File: src/rtl/led_pattern_sequencer.sv
// Purpose: LED pattern sequencer (OFF / ON / BLINK / BURST) driven by a TICK_DIV-cycle prescaler tick.
// Latency: an accepted command sets state and led on the next cycle; led is always a registered output.
// Backpressure: cmd_ready is low while a burst runs; the burst cannot be interrupted except by rst.
// Optional feature: define LED_SEQ_PWM_EN to add the pwm_duty input and PWM dimming of led.
module led_pattern_sequencer #(
   parameter int TICK_DIV = 25000000,
   parameter int CNT_W    = 8
) (
   input  logic             clk,
   input  logic             rst,
   input  logic             cmd_valid,
   output logic             cmd_ready,
   input  logic [1:0]       cmd_mode,
   input  logic [3:0]       cmd_period,
   input  logic [CNT_W-1:0] cmd_count,
   output logic             busy,
   output logic             done,
`ifdef LED_SEQ_PWM_EN
   input  logic [3:0]       pwm_duty,
`endif
   output logic             led
);

   localparam int            PW        = $clog2(TICK_DIV);
   localparam logic [PW-1:0] TICK_LAST = PW'(TICK_DIV - 1);

   localparam logic [1:0] MODE_OFF   = 2'd0;
   localparam logic [1:0] MODE_ON    = 2'd1;
   localparam logic [1:0] MODE_BLINK = 2'd2;
   localparam logic [1:0] MODE_BURST = 2'd3;

   typedef enum logic [2:0] {
      S_IDLE      = 3'd0,
      S_STEADY    = 3'd1,
      S_BLINK     = 3'd2,
      S_BURST_ON  = 3'd3,
      S_BURST_OFF = 3'd4
   } state_t;

   state_t           r_state;
   state_t           w_state_nxt;
   logic [PW-1:0]    r_presc;
   logic [3:0]       r_hp_cnt;
   logic [3:0]       r_period;
   logic [CNT_W-1:0] r_count;
   logic [CNT_W-1:0] r_pulse_cnt;
   logic [CNT_W-1:0] w_pulse_nxt;
   logic             r_level;
   logic             w_level_nxt;
   logic             r_done;
   logic             w_done_nxt;
   logic             w_burst;
   logic             w_ready;
   logic             w_accept;
   logic             w_tick;
   logic [3:0]       w_period_eff;
   logic             w_phase_end;

   // Handshake and timing decodes shared by the counters and the FSM.
   always_comb begin
      w_burst      = (r_state == S_BURST_ON) || (r_state == S_BURST_OFF);
      w_ready      = !w_burst;
      w_accept     = cmd_valid && w_ready;
      w_tick       = (r_presc == TICK_LAST);
      w_period_eff = (r_period == 4'd0) ? 4'd1 : r_period;
      w_phase_end  = w_tick && (r_hp_cnt == (w_period_eff - 4'd1));
   end

   // Prescaler and half-period counter; both restart on acceptance so a new
   // pattern's first phase lasts exactly period*TICK_DIV cycles.
   always_ff @(posedge clk) begin
      if (rst || w_accept) begin
         r_presc  <= '0;
         r_hp_cnt <= 4'd0;
      end else begin
         r_presc <= w_tick ? '0 : r_presc + 1'b1;
         if (w_phase_end) begin
            r_hp_cnt <= 4'd0;
         end else if (w_tick) begin
            r_hp_cnt <= r_hp_cnt + 4'd1;
         end
      end
   end

   // Capture command fields on acceptance.
   always_ff @(posedge clk) begin
      if (rst) begin
         r_period <= 4'd0;
         r_count  <= '0;
      end else if (w_accept) begin
         r_period <= cmd_period;
         r_count  <= cmd_count;
      end
   end

   // FSM state register together with pattern level, done pulse and pulse counter.
   always_ff @(posedge clk) begin
      if (rst) begin
         r_state     <= S_IDLE;
         r_level     <= 1'b0;
         r_done      <= 1'b0;
         r_pulse_cnt <= '0;
      end else begin
         r_state     <= w_state_nxt;
         r_level     <= w_level_nxt;
         r_done      <= w_done_nxt;
         r_pulse_cnt <= w_pulse_nxt;
      end
   end

   // Next-state logic: an accepted command always wins over a coincident tick.
   always_comb begin
      w_state_nxt = r_state;
      w_level_nxt = r_level;
      w_done_nxt  = 1'b0;
      w_pulse_nxt = r_pulse_cnt;
      if (w_accept) begin
         case (cmd_mode)
            MODE_OFF: begin
               w_state_nxt = S_IDLE;
               w_level_nxt = 1'b0;
            end
            MODE_ON: begin
               w_state_nxt = S_STEADY;
               w_level_nxt = 1'b1;
            end
            MODE_BLINK: begin
               w_state_nxt = S_BLINK;
               w_level_nxt = 1'b1;
            end
            MODE_BURST: begin
               w_pulse_nxt = '0;
               if (cmd_count == '0) begin
                  // Empty burst completes immediately.
                  w_state_nxt = S_IDLE;
                  w_level_nxt = 1'b0;
                  w_done_nxt  = 1'b1;
               end else begin
                  w_state_nxt = S_BURST_ON;
                  w_level_nxt = 1'b1;
               end
            end
            default: begin
               w_state_nxt = S_IDLE;
               w_level_nxt = 1'b0;
            end
         endcase
      end else if (w_phase_end) begin
         case (r_state)
            S_BLINK: begin
               w_level_nxt = !r_level;
            end
            S_BURST_ON: begin
               // Pulse counter counts completed high phases; it peaks at r_count and never wraps.
               w_state_nxt = S_BURST_OFF;
               w_level_nxt = 1'b0;
               w_pulse_nxt = r_pulse_cnt + 1'b1;
            end
            S_BURST_OFF: begin
               if (r_pulse_cnt < r_count) begin
                  w_state_nxt = S_BURST_ON;
                  w_level_nxt = 1'b1;
               end else begin
                  w_state_nxt = S_IDLE;
                  w_level_nxt = 1'b0;
                  w_done_nxt  = 1'b1;
               end
            end
            default: begin
               w_state_nxt = r_state;
            end
         endcase
      end
   end

   assign cmd_ready = w_ready;
   assign busy      = w_burst;
   assign done      = r_done;

`ifdef LED_SEQ_PWM_EN
   logic [3:0] r_pwm_cnt;
   logic       r_led;

   // Free-running PWM counter gates the next pattern level into the led register.
   always_ff @(posedge clk) begin
      if (rst) begin
         r_pwm_cnt <= 4'd0;
         r_led     <= 1'b0;
      end else begin
         r_pwm_cnt <= r_pwm_cnt + 4'd1;
         r_led     <= w_level_nxt && (r_pwm_cnt < pwm_duty);
      end
   end

   assign led = r_led;
`else
   assign led = r_level;
`endif

endmodule

File: config.mk
export PLATFORM = sky130hd
export DESIGN_NAME = led_pattern_sequencer
export DESIGN_NICKNAME = d
export VERILOG_FILES = /design/src/rtl/led_pattern_sequencer.sv
export SDC_FILE = /design/constraint.sdc
export NUM_CORES = 1
export LEC_CHECK = 0
export ABC_AREA = 0
export CORE_MARGIN = 2
export CORE_UTILIZATION = 58
export DETAILED_ROUTE_END_ITERATION = 10
export GPL_ROUTABILITY_DRIVEN = 0
export PLACE_DENSITY = 0.91
export SYNTH_ARGS = -nofsm -noshare
export SYNTH_HDL_FRONTEND = slang
export SYNTH_SLANG_ARGS = --single-unit
File: constraint.sdc
create_clock -name clk -period 3.8 [get_ports clk]
set_input_delay 0.38 -clock clk [delete_from_list [all_inputs] [get_ports clk]]
set_output_delay 0.38 -clock clk [all_outputs]
set_load 0.02 [all_outputs]
==> impl_metrics.json, run 1 <==
{
  "worstSetupStartpointType": "flop",
  "drv_slew": 0,
  "worst_r2r_startpoint": "r_period[1]",
  "die-area_um2": 5420,
  "hold_path_class": "reg2reg",
  "core.rowCount": 25,
  "yosysUniqueCellTypes": 45,
  "status": "complete, no violations",
  "startpoint": "r_period[1]",
  "postSynthAreaPerCell_um2": 8.19,
  "die_y_um": 73.6,
  "wl_um": 5930,
  "ys_seq_area_share_pct": 38.5,
  "grt_max_degree": 25,
  "synth_top_cell_by_area": "dfxtp_1",
  "synth_edf_count": 0,
  "rsz0062_at_grt": "false",
  "post-cts-setup-buffer-count": 0,
  "core_um2": 4690,
  "route.detailed.drc": 0,
  "drv_cap": 0,
  "clkSlewWorstSetupHoldPaths_ps": 90,
  "clock-root-buffer": "clkbuf_8",
  "fp.dieW_um": 73.6,
  "final_cell_mix": "54 x dfxtp_1, 48 x nand2_1, 31 x nor2_1",
  "setup_ws_ps": 883,
  "cp.arrival_ps": 3170,
  "wl_per_cell_um": 14.3,
  "antenna_found_initial": 0,
  "top_layer": "met4",
  "postRouteAntennaNets": 0,
  "hold_start": "r_count[1]",
  "setup_violations": 0,
  "first_iter_violations": 125,
  "worstPathRequired_ps": 4050,
  "first_pass_iters": 4,
  "max_freq_mhz": 343,
  "grt_pass1_wl_um": 10100,
  "ys_ff_latch": 54,
  "wl_met2_um": 2910,
  "areaGrowthSynthToFinish_pct": 12.4,
  "cts.path.max_buffers": 2,
  "synth_warnings": 0,
  "fin_skew_ps": 2.80,
  "hold_buffers": 0,
  "worstSetupPathType": "reg2reg",
  "period_needed_ps": 2920,
  "syn-cell-area_um2": 2810,
  "antenna_cells": 0,
  "met3_wirelength_um": 199,
  "detailedPlace.worstSlack_ps": 933,
  "cp_max_fo": 8,
  "syn_nets": 373,
  "setup_tns_ps": 0,
  "hold_viol": 0,
  "slew-limit-headroom_pct": 45.0,
  "synth_top_area_share_pct": 38.5,
  "drive_above_1_share_pct": 4.71,
  "postCtsResizedCells": 0,
  "wl_met1_um": 2650,
  "track_usage_pct": 24.0,
  "fin_nets": 390,
  "synthArstFlopShare_pct": 0,
  "end_kind": "flop",
  "syn_inst": 343,
  "insertion_delay_ps": 310,
  "ios": 21,
  "cts_buffers": 5,
  "grt-ovfl-total": 0,
  "dpl.hpwl_um": 4330,
  "worst_slew_pin_slew_ps": 825,
  "num_vias": 2496,
  "power_density_nw_per_um2": 346,
  "synth-main-ff-cell": "dfxtp_1",
  "synthTopCellsByArea": "dfxtp_1 38%, xnor2_1 6.5%, nand2_1 6.4%",
  "vdd_drop_max_uv": 248,
  "final_common_cell": "dfxtp_1",
  "start_util_pct": 59.9,
  "viasPerCell": 6.01,
  "final_util_pct": 67.3,
  "grt_pass1_vias": 2287,
  "htree_levels": 2,
  "tritoncts": "yes",
  "clkSinkCount": 54,
  "finalCritPeriodShare_pct": 76.8,
  "port-buffer-count": 20,
  "power_leakage_nw": 1.12
}
-- through the flow --
| stage | cell area, um2 | cells | hold slack (ps) | total power [mW] |
|---|---|---|---|---|
| 2_1_floorplan | 2810 | 343 | 430 | 0.676 |
| 3_3_place_gp | 3050 | 407 | 445 | 0.713 |
| 3_5_place_dp | 3050 | 407 | 452 | 0.717 |
| 4_1_cts | 3160 | 415 | 465 | 1.10 |
| 5_1_grt | 3160 | 415 | 492 | 1.13 |
| 6_report | 3160 | 415 | 462 | 1.09 |
-- final timing paths --
kind                            slack, ps  depth (start not counted)              to
worst max-delay path                  880                          8  r_pulse_cnt[5]
worst min-delay path                  460                          2      r_count[1]
worst max register to register        880                          8  r_pulse_cnt[5]
worst min register to register        460                          2      r_count[1]
-- sequential cells by signal, summed over array words and instances (netlist names) --
| name | flops |
|---|---|
| r_presc | 25 |
| r_count | 8 |
| r_pulse_cnt | 8 |
| r_hp_cnt | 4 |
| r_period | 4 |
| r_state | 3 |
| done | 1 |
| led | 1 |
-- cell usage after synthesis (all sizes together), types with 4 or more instances --
master  instances
inv            18
xnor2          21
nor3           11
dfxtp          54
o31ai           6
nor2           32
nand2          48
nand3          17
nand2b          6
a311oi          4
nand4           9
xor2            6
clkbuf          9
nor4           11
a21oi          23
mux2i           6
or4             6
ha             13
-- metal layers --
metal,global-route usage [%],vias up
met1,30.5,1184
met4,11.9,0
met3,3.02,17
met5,0,-
met2,39.9,52
li1,-,1243
-- report_power, final --
part	total (mW)	internal, mW	switching [mW]
combinational	0.120	0.0530	0.0670
sequential	0.586	0.577	0.00930
clock	0.388	0.197	0.191
total	1.09	0.826	0.267
-- cell type report --
| type | count | area, um2 |
|---|---|---|
| Clock inverter | 2 | 37.5 |
| Multi-Input combinational cell | 259 | 1620 |
| Timing Repair Buffer | 22 | 215 |
| Fill cell | 372 | 1530 |
| Inverter | 18 | 67.6 |
| Sequential cell | 54 | 1080 |
| Clock buffer | 6 | 72.6 |
| Tap cell | 54 | 67.6 |
-- worst max-delay path, stage by stage, from the launching register on --
cell,delay (ps)
dfxtp_1,350
nor3_1,330
nor2_1,80
ha_1,310
xnor2_1,120
a211o_1,300
or4_1,680
or4_1,540
a21oi_1,150
-- kinds of logic (layout without fill, tap and decap cells) --
family          Yosys count  count (layout)  synth area share (%)
flops                    54              54                  38.5
xor+xnor                 27              27                  8.42
mux                       8               8                  2.94
fa+ha+maj                13              13                  5.79
compound gates           50              50                  11.5
buf+inv                  30              48                  4.14
simple gates            161             161                  28.8
No activity file was read; power rests on OpenSTA's default activity.
==> inputs of run 2 (changes only) <==
- clock period: 3.8 -> 2.8 ns (I/O delays scaled with it)
==> impl_metrics.json, run 2 (synthesized netlist as in run 1, its figures left out) <==
{
  "final_common_cell": "dfxtp_1",
  "grt_pass1_vias": 2395,
  "first_iter_violations": 181,
  "dpl.hpwl_um": 4470,
  "port-buffer-count": 20,
  "slew-limit-headroom_pct": 60.3,
  "start_util_pct": 59.9,
  "grtUsageMet1_pct": 30.6,
  "hold_ws_ps": 459,
  "die_y_um": 73.6,
  "worstPathRequired_ps": 3040,
  "cts_buffers": 5,
  "hold_viol": 0,
  "worstSetupStartpointType": "flop",
  "htree_levels": 2,
  "hold_path_class": "reg2reg",
  "top_regs": "r_presc x25, r_count x8, r_pulse_cnt x8",
  "power_density_nw_per_um2": 465,
  "nFillCells": 354,
  "fin_nets": 398,
  "switching_share_pct": 23.5,
  "first_pass_iters": 4,
  "post-cts-setup-buffer-count": 0,
  "die-area_um2": 5420,
  "worst_slew_pin_slew_ps": 594,
  "status": "complete, no violations",
  "track_usage_pct": 24.4,
  "vdd_drop_max_uv": 367,
  "drive_above_1_share_pct": 7.61,
  "wl_per_cell_um": 14.6,
  "ios": 21,
  "drv_slew": 0,
  "cts.path.max_buffers": 2,
  "grt_most_used_layer": "met2",
  "grt_max_degree": 25,
  "core_um2": 4690,
  "comb_power_share_pct": 12.2,
  "worstSetupPathType": "reg2reg",
  "p_int_mw": 1.15,
  "final_cell_mix": "54 x dfxtp_1, 48 x nand2_1, 31 x nor2_1",
  "end_kind": "flop",
  "core.rowCount": 25,
  "cp.arrival_ps": 2950,
  "viasPerCell": 6.07,
  "top_register": "r_presc",
  "postRouteAntennaNets": 0,
  "tritoncts": "yes",
  "num_vias": 2561,
  "period_needed_ps": 2700,
  "switchingPower_mw": 0.354,
  "setup_tns_ps": 0,
  "areaGrowthSynthToFinish_pct": 15.2,
  "grt_pass1_wl_um": 10400,
  "clkPwrFrac_pct": 35.0,
  "gr-usage-met3_pct": 4.94,
  "fin_skew_ps": 5.94,
  "finalCritPeriodShare_pct": 96.6,
  "cp_max_fo": 4,
  "hold_buffers": 0,
  "setup_violations": 0,
  "insertion_delay_ps": 300,
  "power_leakage_nw": 1.17,
  "wl_um": 6170,
  "power_mw": 1.51,
  "clock-root-buffer": "clkbuf_8",
  "antenna_cells": 0,
  "p_seq_share_pct": 52.8,
  "clkSlewWorstSetupHoldPaths_ps": 90,
  "fp.dieW_um": 73.6,
  "route.detailed.drc": 0,
  "drv_cap": 0,
  "use_met2_pct": 41.0,
  "antenna_found_initial": 0,
  "final_util_pct": 69.0,
  "rsz0062_at_grt": "false",
  "largest_reg_flops": 25,
  "clkSinkCount": 54,
  "max_freq_mhz": 370,
  "grt-ovfl-total": 0
}
[run 2: changes by cell type in the layout (fill, tap and decap cells not counted), sizes merged]
cell      delta
buf          +8
clkinvlp     -1
[run 2: final timing paths]
| kind | startpoint | endpoint | slack [ps] | depth (start not counted) |
|---|---|---|---|---|
| max | r_period[1] | r_pulse_cnt[5] | 100 | 8 |
| max reg2reg | r_period[1] | r_pulse_cnt[5] | 100 | 8 |
| min reg2reg | r_count[4] | r_count[4] | 460 | 2 |
| min | r_count[4] | r_count[4] | 460 | 2 |
[run 2: repair_timing]
item | CTS | global route
endpoints found under the setup margin | 0 | 4
resized for setup | 0 | 4
endpoints found under the hold margin | 0 | 0
[run 2: routing by layer]
metal  part of all wire [%]  up-vias  wire length (um)
li1                       -     1257                 -
met2                     49       68              3030
met5                      0        -                 0
met3                    4.3       19               264
met1                     44     1217              2690
met4                    3.1        0               189
[run 2: final cells by class]
type                       instances  area [um2]  area share, %
multi-input combinational        259        1630           50.5
tap                               54        67.6           2.09
clock buffer                       6        82.6           2.55
timing repair buffer              30         275           8.50
clock inverter                     1        30.0          0.927
sequential                        54        1080           33.4
inverter                          18        67.6           2.09
[run 2: per-stage QoR]
stage / instance area [um2] / std cells / worst slack (ps)
after floorplan: 2810 / 343 / 80.8
after detailed placement: 3110 / 415 / 90.0
final: 3240 / 422 / 95.9
after global placement: 3110 / 415 / 157
after CTS: 3220 / 422 / 22.8
after global routing: 3240 / 422 / 10.7
[run 2: worst max-delay path, cell delays in order, from the launching register on]
cell and delay (ps):
dfxtp_1 350, nor3_2 230, nor2_1 70, ha_1 300, xnor2_1 130, a211o_1 300, or4_1 590, or4_1 530
a21oi_1 150
[run 2: power by group through the flow]
stage	clock network (mW)	logic (mW)	registers (mW)
3_5_place_dp	0	0.174	0.812
2_1_floorplan	0	0.105	0.811
6_report	0.528	0.184	0.795
5_1_grt	0.569	0.203	0.797
4_1_cts	0.535	0.177	0.794
3_3_place_gp	0	0.168	0.811
==> inputs of run 3 (changes only) <==
- SETUP_SLACK_MARGIN: not set -> 0.1
==> impl_metrics.json, run 3 (synthesized netlist as in run 1, its figures left out) <==
{
  "status": "complete, no violations",
  "wl_met2_um": 2860,
  "fin_nets": 399,
  "max_freq_mhz": 379,
  "worst_slew_pin_slew_ps": 541,
  "antenna_found_initial": 0,
  "port-buffer-count": 20,
  "worstSetupStartpointType": "flop",
  "setup_tns_ps": 0,
  "ff_latch_area_um2": 1080,
  "period_needed_ps": 2640,
  "areaGrowthSynthToFinish_pct": 15.6,
  "drv_slew": 0,
  "num_vias": 2501,
  "first_iter_violations": 195,
  "drv_cap": 0,
  "slew-limit-headroom_pct": 63.8,
  "startpoint": "r_period[1]",
  "postPlaceCellArea_um2": 3110,
  "worstHoldEndpoint": "r_count[1]",
  "clock-root-buffer": "clkbuf_8",
  "multi_input_comb_area_um2": 1640,
  "insertion_delay_ps": 310,
  "first_pass_iters": 4,
  "worst_r2r_startpoint": "r_period[1]",
  "clkSlewWorstSetupHoldPaths_ps": 90,
  "tritoncts": "yes",
  "power_density_nw_per_um2": 461,
  "ios": 21,
  "worstPathRequired_ps": 3050,
  "cts_buffers": 5,
  "htree_levels": 2,
  "wl_per_cell_um": 14.0,
  "reg2regPathDepth": 8,
  "start_util_pct": 59.9,
  "slowest_stage": "or4_4",
  "setup_violations": 0,
  "rsz0062_at_grt": "false",
  "top_layer": "met4",
  "dpl.hpwl_um": 4360,
  "worstSetupPathType": "reg2reg",
  "fin_skew_ps": 14.0,
  "design_area_um2": 3250,
  "hold_viol": 0,
  "r2r-end": "r_pulse_cnt[5]",
  "die-area_um2": 5420,
  "crit_path_max_incr_delay_ps": 560,
  "final_cell_mix": "53 x dfxtp_1, 48 x nand2_1, 31 x nor2_1",
  "cts.path.max_buffers": 2,
  "rrSetupSlack_ps": 160,
  "wl_um": 5920,
  "grt-ovfl-total": 0,
  "fp.dieW_um": 73.6,
  "end_kind": "flop",
  "wl_met1_um": 2690,
  "grt_max_degree": 25,
  "cp.arrival_ps": 2880,
  "antenna_cells": 0,
  "met3_wirelength_um": 275,
  "min_path_cells": 2,
  "finalCritPeriodShare_pct": 94.1,
  "hold_start": "r_count[1]",
  "track_usage_pct": 23.5,
  "vdd_drop_max_uv": 376,
  "cp_max_fo": 4,
  "postRouteAntennaNets": 0,
  "route.detailed.drc": 0,
  "hold_path_class": "reg2reg",
  "grt_pass1_wl_um": 10100,
  "grt_pass1_vias": 2295,
  "die_y_um": 73.6,
  "nFillCells": 346,
  "drive_above_1_share_pct": 8.40,
  "clkSinkCount": 54,
  "core.rowCount": 25,
  "power_leakage_nw": 1.17,
  "viasPerCell": 5.91,
  "crit_chain": "nor3_4, nor2_1, ha_1, xnor2_1, a211o_1, or4_4, or4_1, a21oi_2",
  "core_um2": 4690,
  "final_common_cell": "dfxtp_1",
  "largest_reg_flops": 25,
  "top_register": "r_presc",
  "top_regs": "r_presc x25, r_count x8, r_pulse_cnt x8"
}
[run 3: worst max-delay path: cells and delay by family, from the launching register on]
family	cells	cell delay [ps]
DFF	1	350
adders and majority gates	1	300
and+or+nand+nor	4	1360
xor gates and xnor gates	1	130
AOI/OAI and AO/OA	2	420
[run 3: routing by layer]
metal,up-vias,track usage (%)
li1,1259,-
met2,53,38.4
met5,-,0
met1,1178,30.6
met3,11,4.94
met4,0,8.08
[run 3: area by class of cell]
class                           instances  area share (%)
Timing Repair Buffer                   31            8.70
Inverter                               18            2.08
Clock buffer                            5            2.12
Sequential cell                        54            33.3
Tap cell                               54            2.08
Multi-Input combinational cell        259            50.5
Clock inverter                          2            1.19
[run 3: how the worst max path moves through the flow]
stage | cells after the start | end | slack [ps]
after floorplan | 9 | r_pulse_cnt[5] | 140
after global placement | 8 | r_pulse_cnt[5] | 160
after detailed placement | 8 | r_pulse_cnt[5] | 40
after CTS | 8 | r_pulse_cnt[5] | 130
after global routing | 8 | r_pulse_cnt[5] | 70
final | 8 | r_pulse_cnt[5] | 160
[run 3: timing repair]
action	in CTS	in global routing
resized for setup	1	4
hold buffers	0	0
setup endpoints to repair	3	3
pin swaps	1	2
setup buffers	1	1
[run 3: through the flow]
stage | std cells | hold slack (ps) | utilization, % | worst slack (ps) | power (mW)
floorplan | 343 | 416 | - | 145 | 0.918
global placement | 414 | 446 | 66.2 | 162 | 0.978
detailed placement | 414 | 450 | 66.2 | 37.9 | 0.984
CTS | 422 | 464 | 68.7 | 129 | 1.49
global route | 423 | 485 | 69.3 | 68.5 | 1.56
finish | 423 | 461 | 69.3 | 165 | 1.50
[run 3: power by group]
part           switching, mW  leakage (nW)  internal (mW)
registers             0.0136         0.438          0.783
logic                 0.0967         0.679         0.0885
clock network          0.252        0.0542          0.263
total                  0.362          1.17           1.13
==> RTL change 1, RTL diff (config.mk and constraints of run 2) <==
Register the inputs `cmd_mode` and `cmd_period` before use, with the module's reset. The logic sees them one clock later. The other inputs are not delayed to match.
--- a/src/rtl/led_pattern_sequencer.sv
+++ b/src/rtl/led_pattern_sequencer.sv
@@ -38,4 +38,17 @@
    } state_t;
 
+   logic [1:0] cmd_mode_q;
+   logic [3:0] cmd_period_q;
+
+   always_ff @(posedge clk) begin
+      if (rst) begin
+         cmd_mode_q   <= '0;
+         cmd_period_q <= '0;
+      end else begin
+         cmd_mode_q   <= cmd_mode;
+         cmd_period_q <= cmd_period;
+      end
+   end
+
    state_t           r_state;
    state_t           w_state_nxt;
@@ -89,5 +102,5 @@
          r_count  <= '0;
       end else if (w_accept) begin
-         r_period <= cmd_period;
+         r_period <= cmd_period_q;
          r_count  <= cmd_count;
       end
@@ -116,5 +129,5 @@
       w_pulse_nxt = r_pulse_cnt;
       if (w_accept) begin
-         case (cmd_mode)
+         case (cmd_mode_q)
             MODE_OFF: begin
                w_state_nxt = S_IDLE;
Formal check against the unedited RTL: not equivalent (Yosys sat finds a counterexample within 4 cycles, from zero or initial values and one cycle with rst high).
==> RTL change 1 against run 2 <==
Final area increased by 10%; worst setup slack improved by 190 ps; combinational power is 11% lower; sequential cell count up 6; area after synthesis up 11%; routed wire length up 22%; power increased by 23%; first-iteration DRC count up 41%; critical path type is now reg2out; largest cell class unchanged.
==> RTL change 1: results (changes against run 2) <==
** Cells and area
- Number of ordinary and repair buffers in the finished layout :: 25 (was 30)
- Layout Area Growth over Synthesis :: 14.9% (was 15.2%)
- The share of final-layout standard cells stronger than drive strength 1 came to 0.0647 (was 0.0761).
- Clock buffer and inverter area fraction after layout :: 0.0549 (was 0.0348)
- The inverter count of the layout excluding clock inverters was 15 (was 18).
- The clock tree buffer count of the final layout came to 15 (was 6).
- The layout multi-input combinational cell count was 286 (was 259).

** Worst setup path
- Register-to-register path setup slack :: 300 ps (was 100 ps)
- The cell type of the slowest stage on the worst timing path was clkdlybuf4s50_1 (was or4_1).
- Reg-to-reg critical path startpoint :: r_state[2] (was r_period[1])
- Crit Path Max Fanout :: 6 (was 4)
- The number of cells traversed by the worst register-to-register path is 6 (was 8).
- RR Endpoint :: r_pulse_cnt[2] (was r_pulse_cnt[5])

** Drt
- Violation count after the first detailed-route iteration :: 255 (was 181)
- The iteration count of the initial detailed-routing pass came to 5 (was 4).
- The post-detailed-routing wire length was 7.54 mm (was 6.17 mm).

** Floorplan
- The tap cell count was 70 (was 54).

** GRT
- M2 GR Usage :: 0.467 (was 0.410)
- The via count of the first global-routing pass was 2796 (was 2395).
- The global-route usage over all layers was 0.268 (was 0.244).
- The global routing met1 resource utilization is 0.300 (was 0.306).

** Synthesis
- The multiplexer share of the synthesized area was 0.0129 (was 0.0294).
- Library cells used by synthesis :: 51 (was 45)
- Top cell types by occurrence after synthesis: dfxtp_1, nand2_1, nor2_1, a21oi_1, nand3_1 (was dfxtp_1, nand2_1, nor2_1, a21oi_1, xnor2_1).
- Number of synthesized register bits :: 60 (was 54)
- Part of the Yosys area used for sequential elements :: 0.386 (was 0.385)
- The xor/xnor cell area share of the yosys netlist came to 0.0703 (was 0.0841).

** Timing
- The transition at the pin with the smallest max-transition slack came to 1030 ps (was 594 ps).
- Worst-case hold slack :: 438 ps (was 459 ps)
- The final setup skew is 6.98 ps (was 5.94 ps).

** Placement
- The half-perimeter wire length after placement came to 5.07 mm (was 4.47 mm).

** Status
- Result of the run: completed (unchanged).

** Power and ir drop
- Max rail drop VDD :: 362 µV (was 367 µV)
- The cell-internal power was 1.40 mW (was 1.15 mW).
- Sequential power share :: 0.478 (was 0.528)

** Clocking
- Clk slew on worst S/H paths :: 60 ps (was 90 ps)
==> RTL change 1: cell count changes in the layout (fill, tap and decap cells not counted), moves of 8 or more <==
cell / delta
nor2_1: +10
nor2b_1: +11
nor4_1: -8
o211ai_1: +8
xnor2_1: -11
xor2_1: +9
==> RTL change 1: kinds of logic after synthesis <==
logic type      after synthesis
xor+xnor                     25
mux                           4
fa+ha+maj                    13
flops                        60
buf+inv                      30
simple gates                183
compound gates               61
==> RTL change 1: how the worst max path moves through the flow <==
stage | startpoint | depth (start not counted) | to | slack [ps]
floorplan | r_presc[0] | 8 | led | 550
global placement | r_presc[0] | 7 | led | 440
detailed placement | r_presc[0] | 7 | led | 360
CTS | r_state[2] | 3 | busy | 310
global route | r_state[2] | 6 | r_pulse_cnt[2] | 50
finish | r_state[2] | 3 | busy | 280
==> RTL change 1: per-layer routing <==
layer / vias up / part of all wire
met5: - / 0
li1: 1359 / -
met1: 1386 / 0.41
met3: 24 / 0.050
met4: 0 / 0.027
met2: 94 / 0.51
==> RTL change 2, RTL diff (flow settings as in run 2) <==
Made on the original files. Build with the macro `LED_SEQ_PWM_EN` defined.
--- a/src/rtl/led_pattern_sequencer.sv
+++ b/src/rtl/led_pattern_sequencer.sv
@@ -3,4 +3,6 @@
 // Backpressure: cmd_ready is low while a burst runs; the burst cannot be interrupted except by rst.
 // Optional feature: define LED_SEQ_PWM_EN to add the pwm_duty input and PWM dimming of led.
+`define LED_SEQ_PWM_EN
+
 module led_pattern_sequencer #(
    parameter int TICK_DIV = 25000000,
Interface: changed (added pwm_duty); port bits go from 21 to 25. No check against the original RTL was run, so the function may have changed too.
==> RTL change 2 against run 2 <==
Count of clock-buffer cells in the layout is 6 higher; sequential cell count is 5 higher; power is 30% higher; final area is 12% higher; worst setup slack better by 3.3 ps; routed wire length is 9.7% higher; area after synthesis is 8.4% higher; clock skew is 5.4 ps higher.
==> RTL change 2: results (changes against run 2) <==
** Status
- Result of the run: completed (unchanged).

** Timing
- Worst rel slew slack :: 0.485 (was 0.603)

** Power and ir drop
- Combinational fraction of design power :: 0.097 (was 0.122)
- The maximum VDD drop came to 534 µV (was 367 µV).
- Fraction of power spent switching nets :: 0.237 (was 0.235)

** Worst setup path
- Crit Path Max Fanout :: 15 (was 4)
- The endpoint arrival time on the critical path is 2980 ps (was 2950 ps).

** Synthesis
- Fraction of the mapped netlist area in compound gates :: 0.139 (was 0.115)
- Share of cell area taken by muxes after synthesis :: 0.0197 (was 0.0294)
- The adder-cell share of the synthesized area is 0.0698 (was 0.0579).
- Mapped Nets :: 406 (was 373)
- The mean instance size in the synthesized netlist came to 8.28 µm² (was 8.19 µm²).
- Most area-consuming cells after synthesis: dfxtp_1, ha_1, a21oi_1, nand2_1, nor2_1 (was dfxtp_1, xnor2_1, nand2_1, ha_1, nor2_1).

** GRT
- The wire length of the first global-routing pass is 11.6 mm (was 10.4 mm).
- Largest net degree at the start of global routing :: 26 (was 25)

** Placement
- The instance area after placement is 3410 µm² (was 3110 µm²).
- The total of buffers placed on input and output ports came to 24 (was 20).
- Total placed cells including tap cells :: 460 (was 415)

** Clocking
- The clock latency on the worst-skew pair came to 350 ps (was 300 ps).
- The clock transition at the registers of the reported paths is 70 ps (was 90 ps).
- Number of H-tree levels :: 3 (was 2)

** Drt
- Avg WL per Cell :: 14.2 µm (was 14.6 µm)
- Routed length on met3 :: 372 µm (was 264 µm)

** Cells and area
- The number of nets in the finished design came to 439 (was 398).
- The share of final-layout standard cells stronger than drive strength 1 is 0.0837 (was 0.0761).
- The final standard cell count with taps included and fillers excluded was 476 (was 422).
RTL change 2: changes by cell type after synthesis, moves of 5 or more:
cell     change
a21oi_1     +11
xnor2_1      -9
xor2_1      +10
o21ai_0      +7
nor4_1       -7
nor2_1      +10
and3_1       +6
dfxtp_1      +5
RTL change 2: cell type report:
cell class                      instances  area [µm²]
Multi-Input combinational cell        277        1730
Fill cell                             380        1440
Sequential cell                        59        1180
Timing Repair Buffer                   35         335
Clock buffer                           12         155
Tap cell                               70        87.6
Clock inverter                          4        72.6
Inverter                               19        71.3
RTL change 2: path summary, 6_finish.rpt:
| check | startpoint | end | slack [ps] | depth (start not counted) |
|---|---|---|---|---|
| max reg2reg | r_presc[10] | r_pulse_cnt[5] | 100 | 7 |
| max | r_presc[10] | r_pulse_cnt[5] | 100 | 7 |
| min | r_count[3] | r_count[3] | 460 | 2 |
| min reg2reg | r_count[3] | r_count[3] | 460 | 2 |
RTL change 2: cell families (layout without fill, tap and decap cells):
| logic type | Yosys count | count (layout) |
|---|---|---|
| XOR/XNOR | 28 | 28 |
| AO/OA/AOI/OAI | 68 | 68 |
| flip-flops | 59 | 59 |
| AND/OR/NAND/NOR | 158 | 158 |
| buffers and inverters | 32 | 70 |
| adder cells (fa/ha/maj) | 17 | 17 |
| multiplexers | 6 | 6 |
RTL change 2: metal layers:
| layer | track usage | up-vias |
|---|---|---|
| met5 | 0 | - |
| met4 | 0.116 | 0 |
| met3 | 0.0699 | 16 |
| met2 | 0.412 | 66 |
| met1 | 0.290 | 1288 |
| li1 | - | 1356 |
RTL change 2: critical path: stages (launching register included):
cell and delay, ps:
dfxtp_1 340, or4b_1 510, or4_1 530, nor3_1 300
a31oi_1 130, buf_4 190, or4_1 480, a21oi_1 150
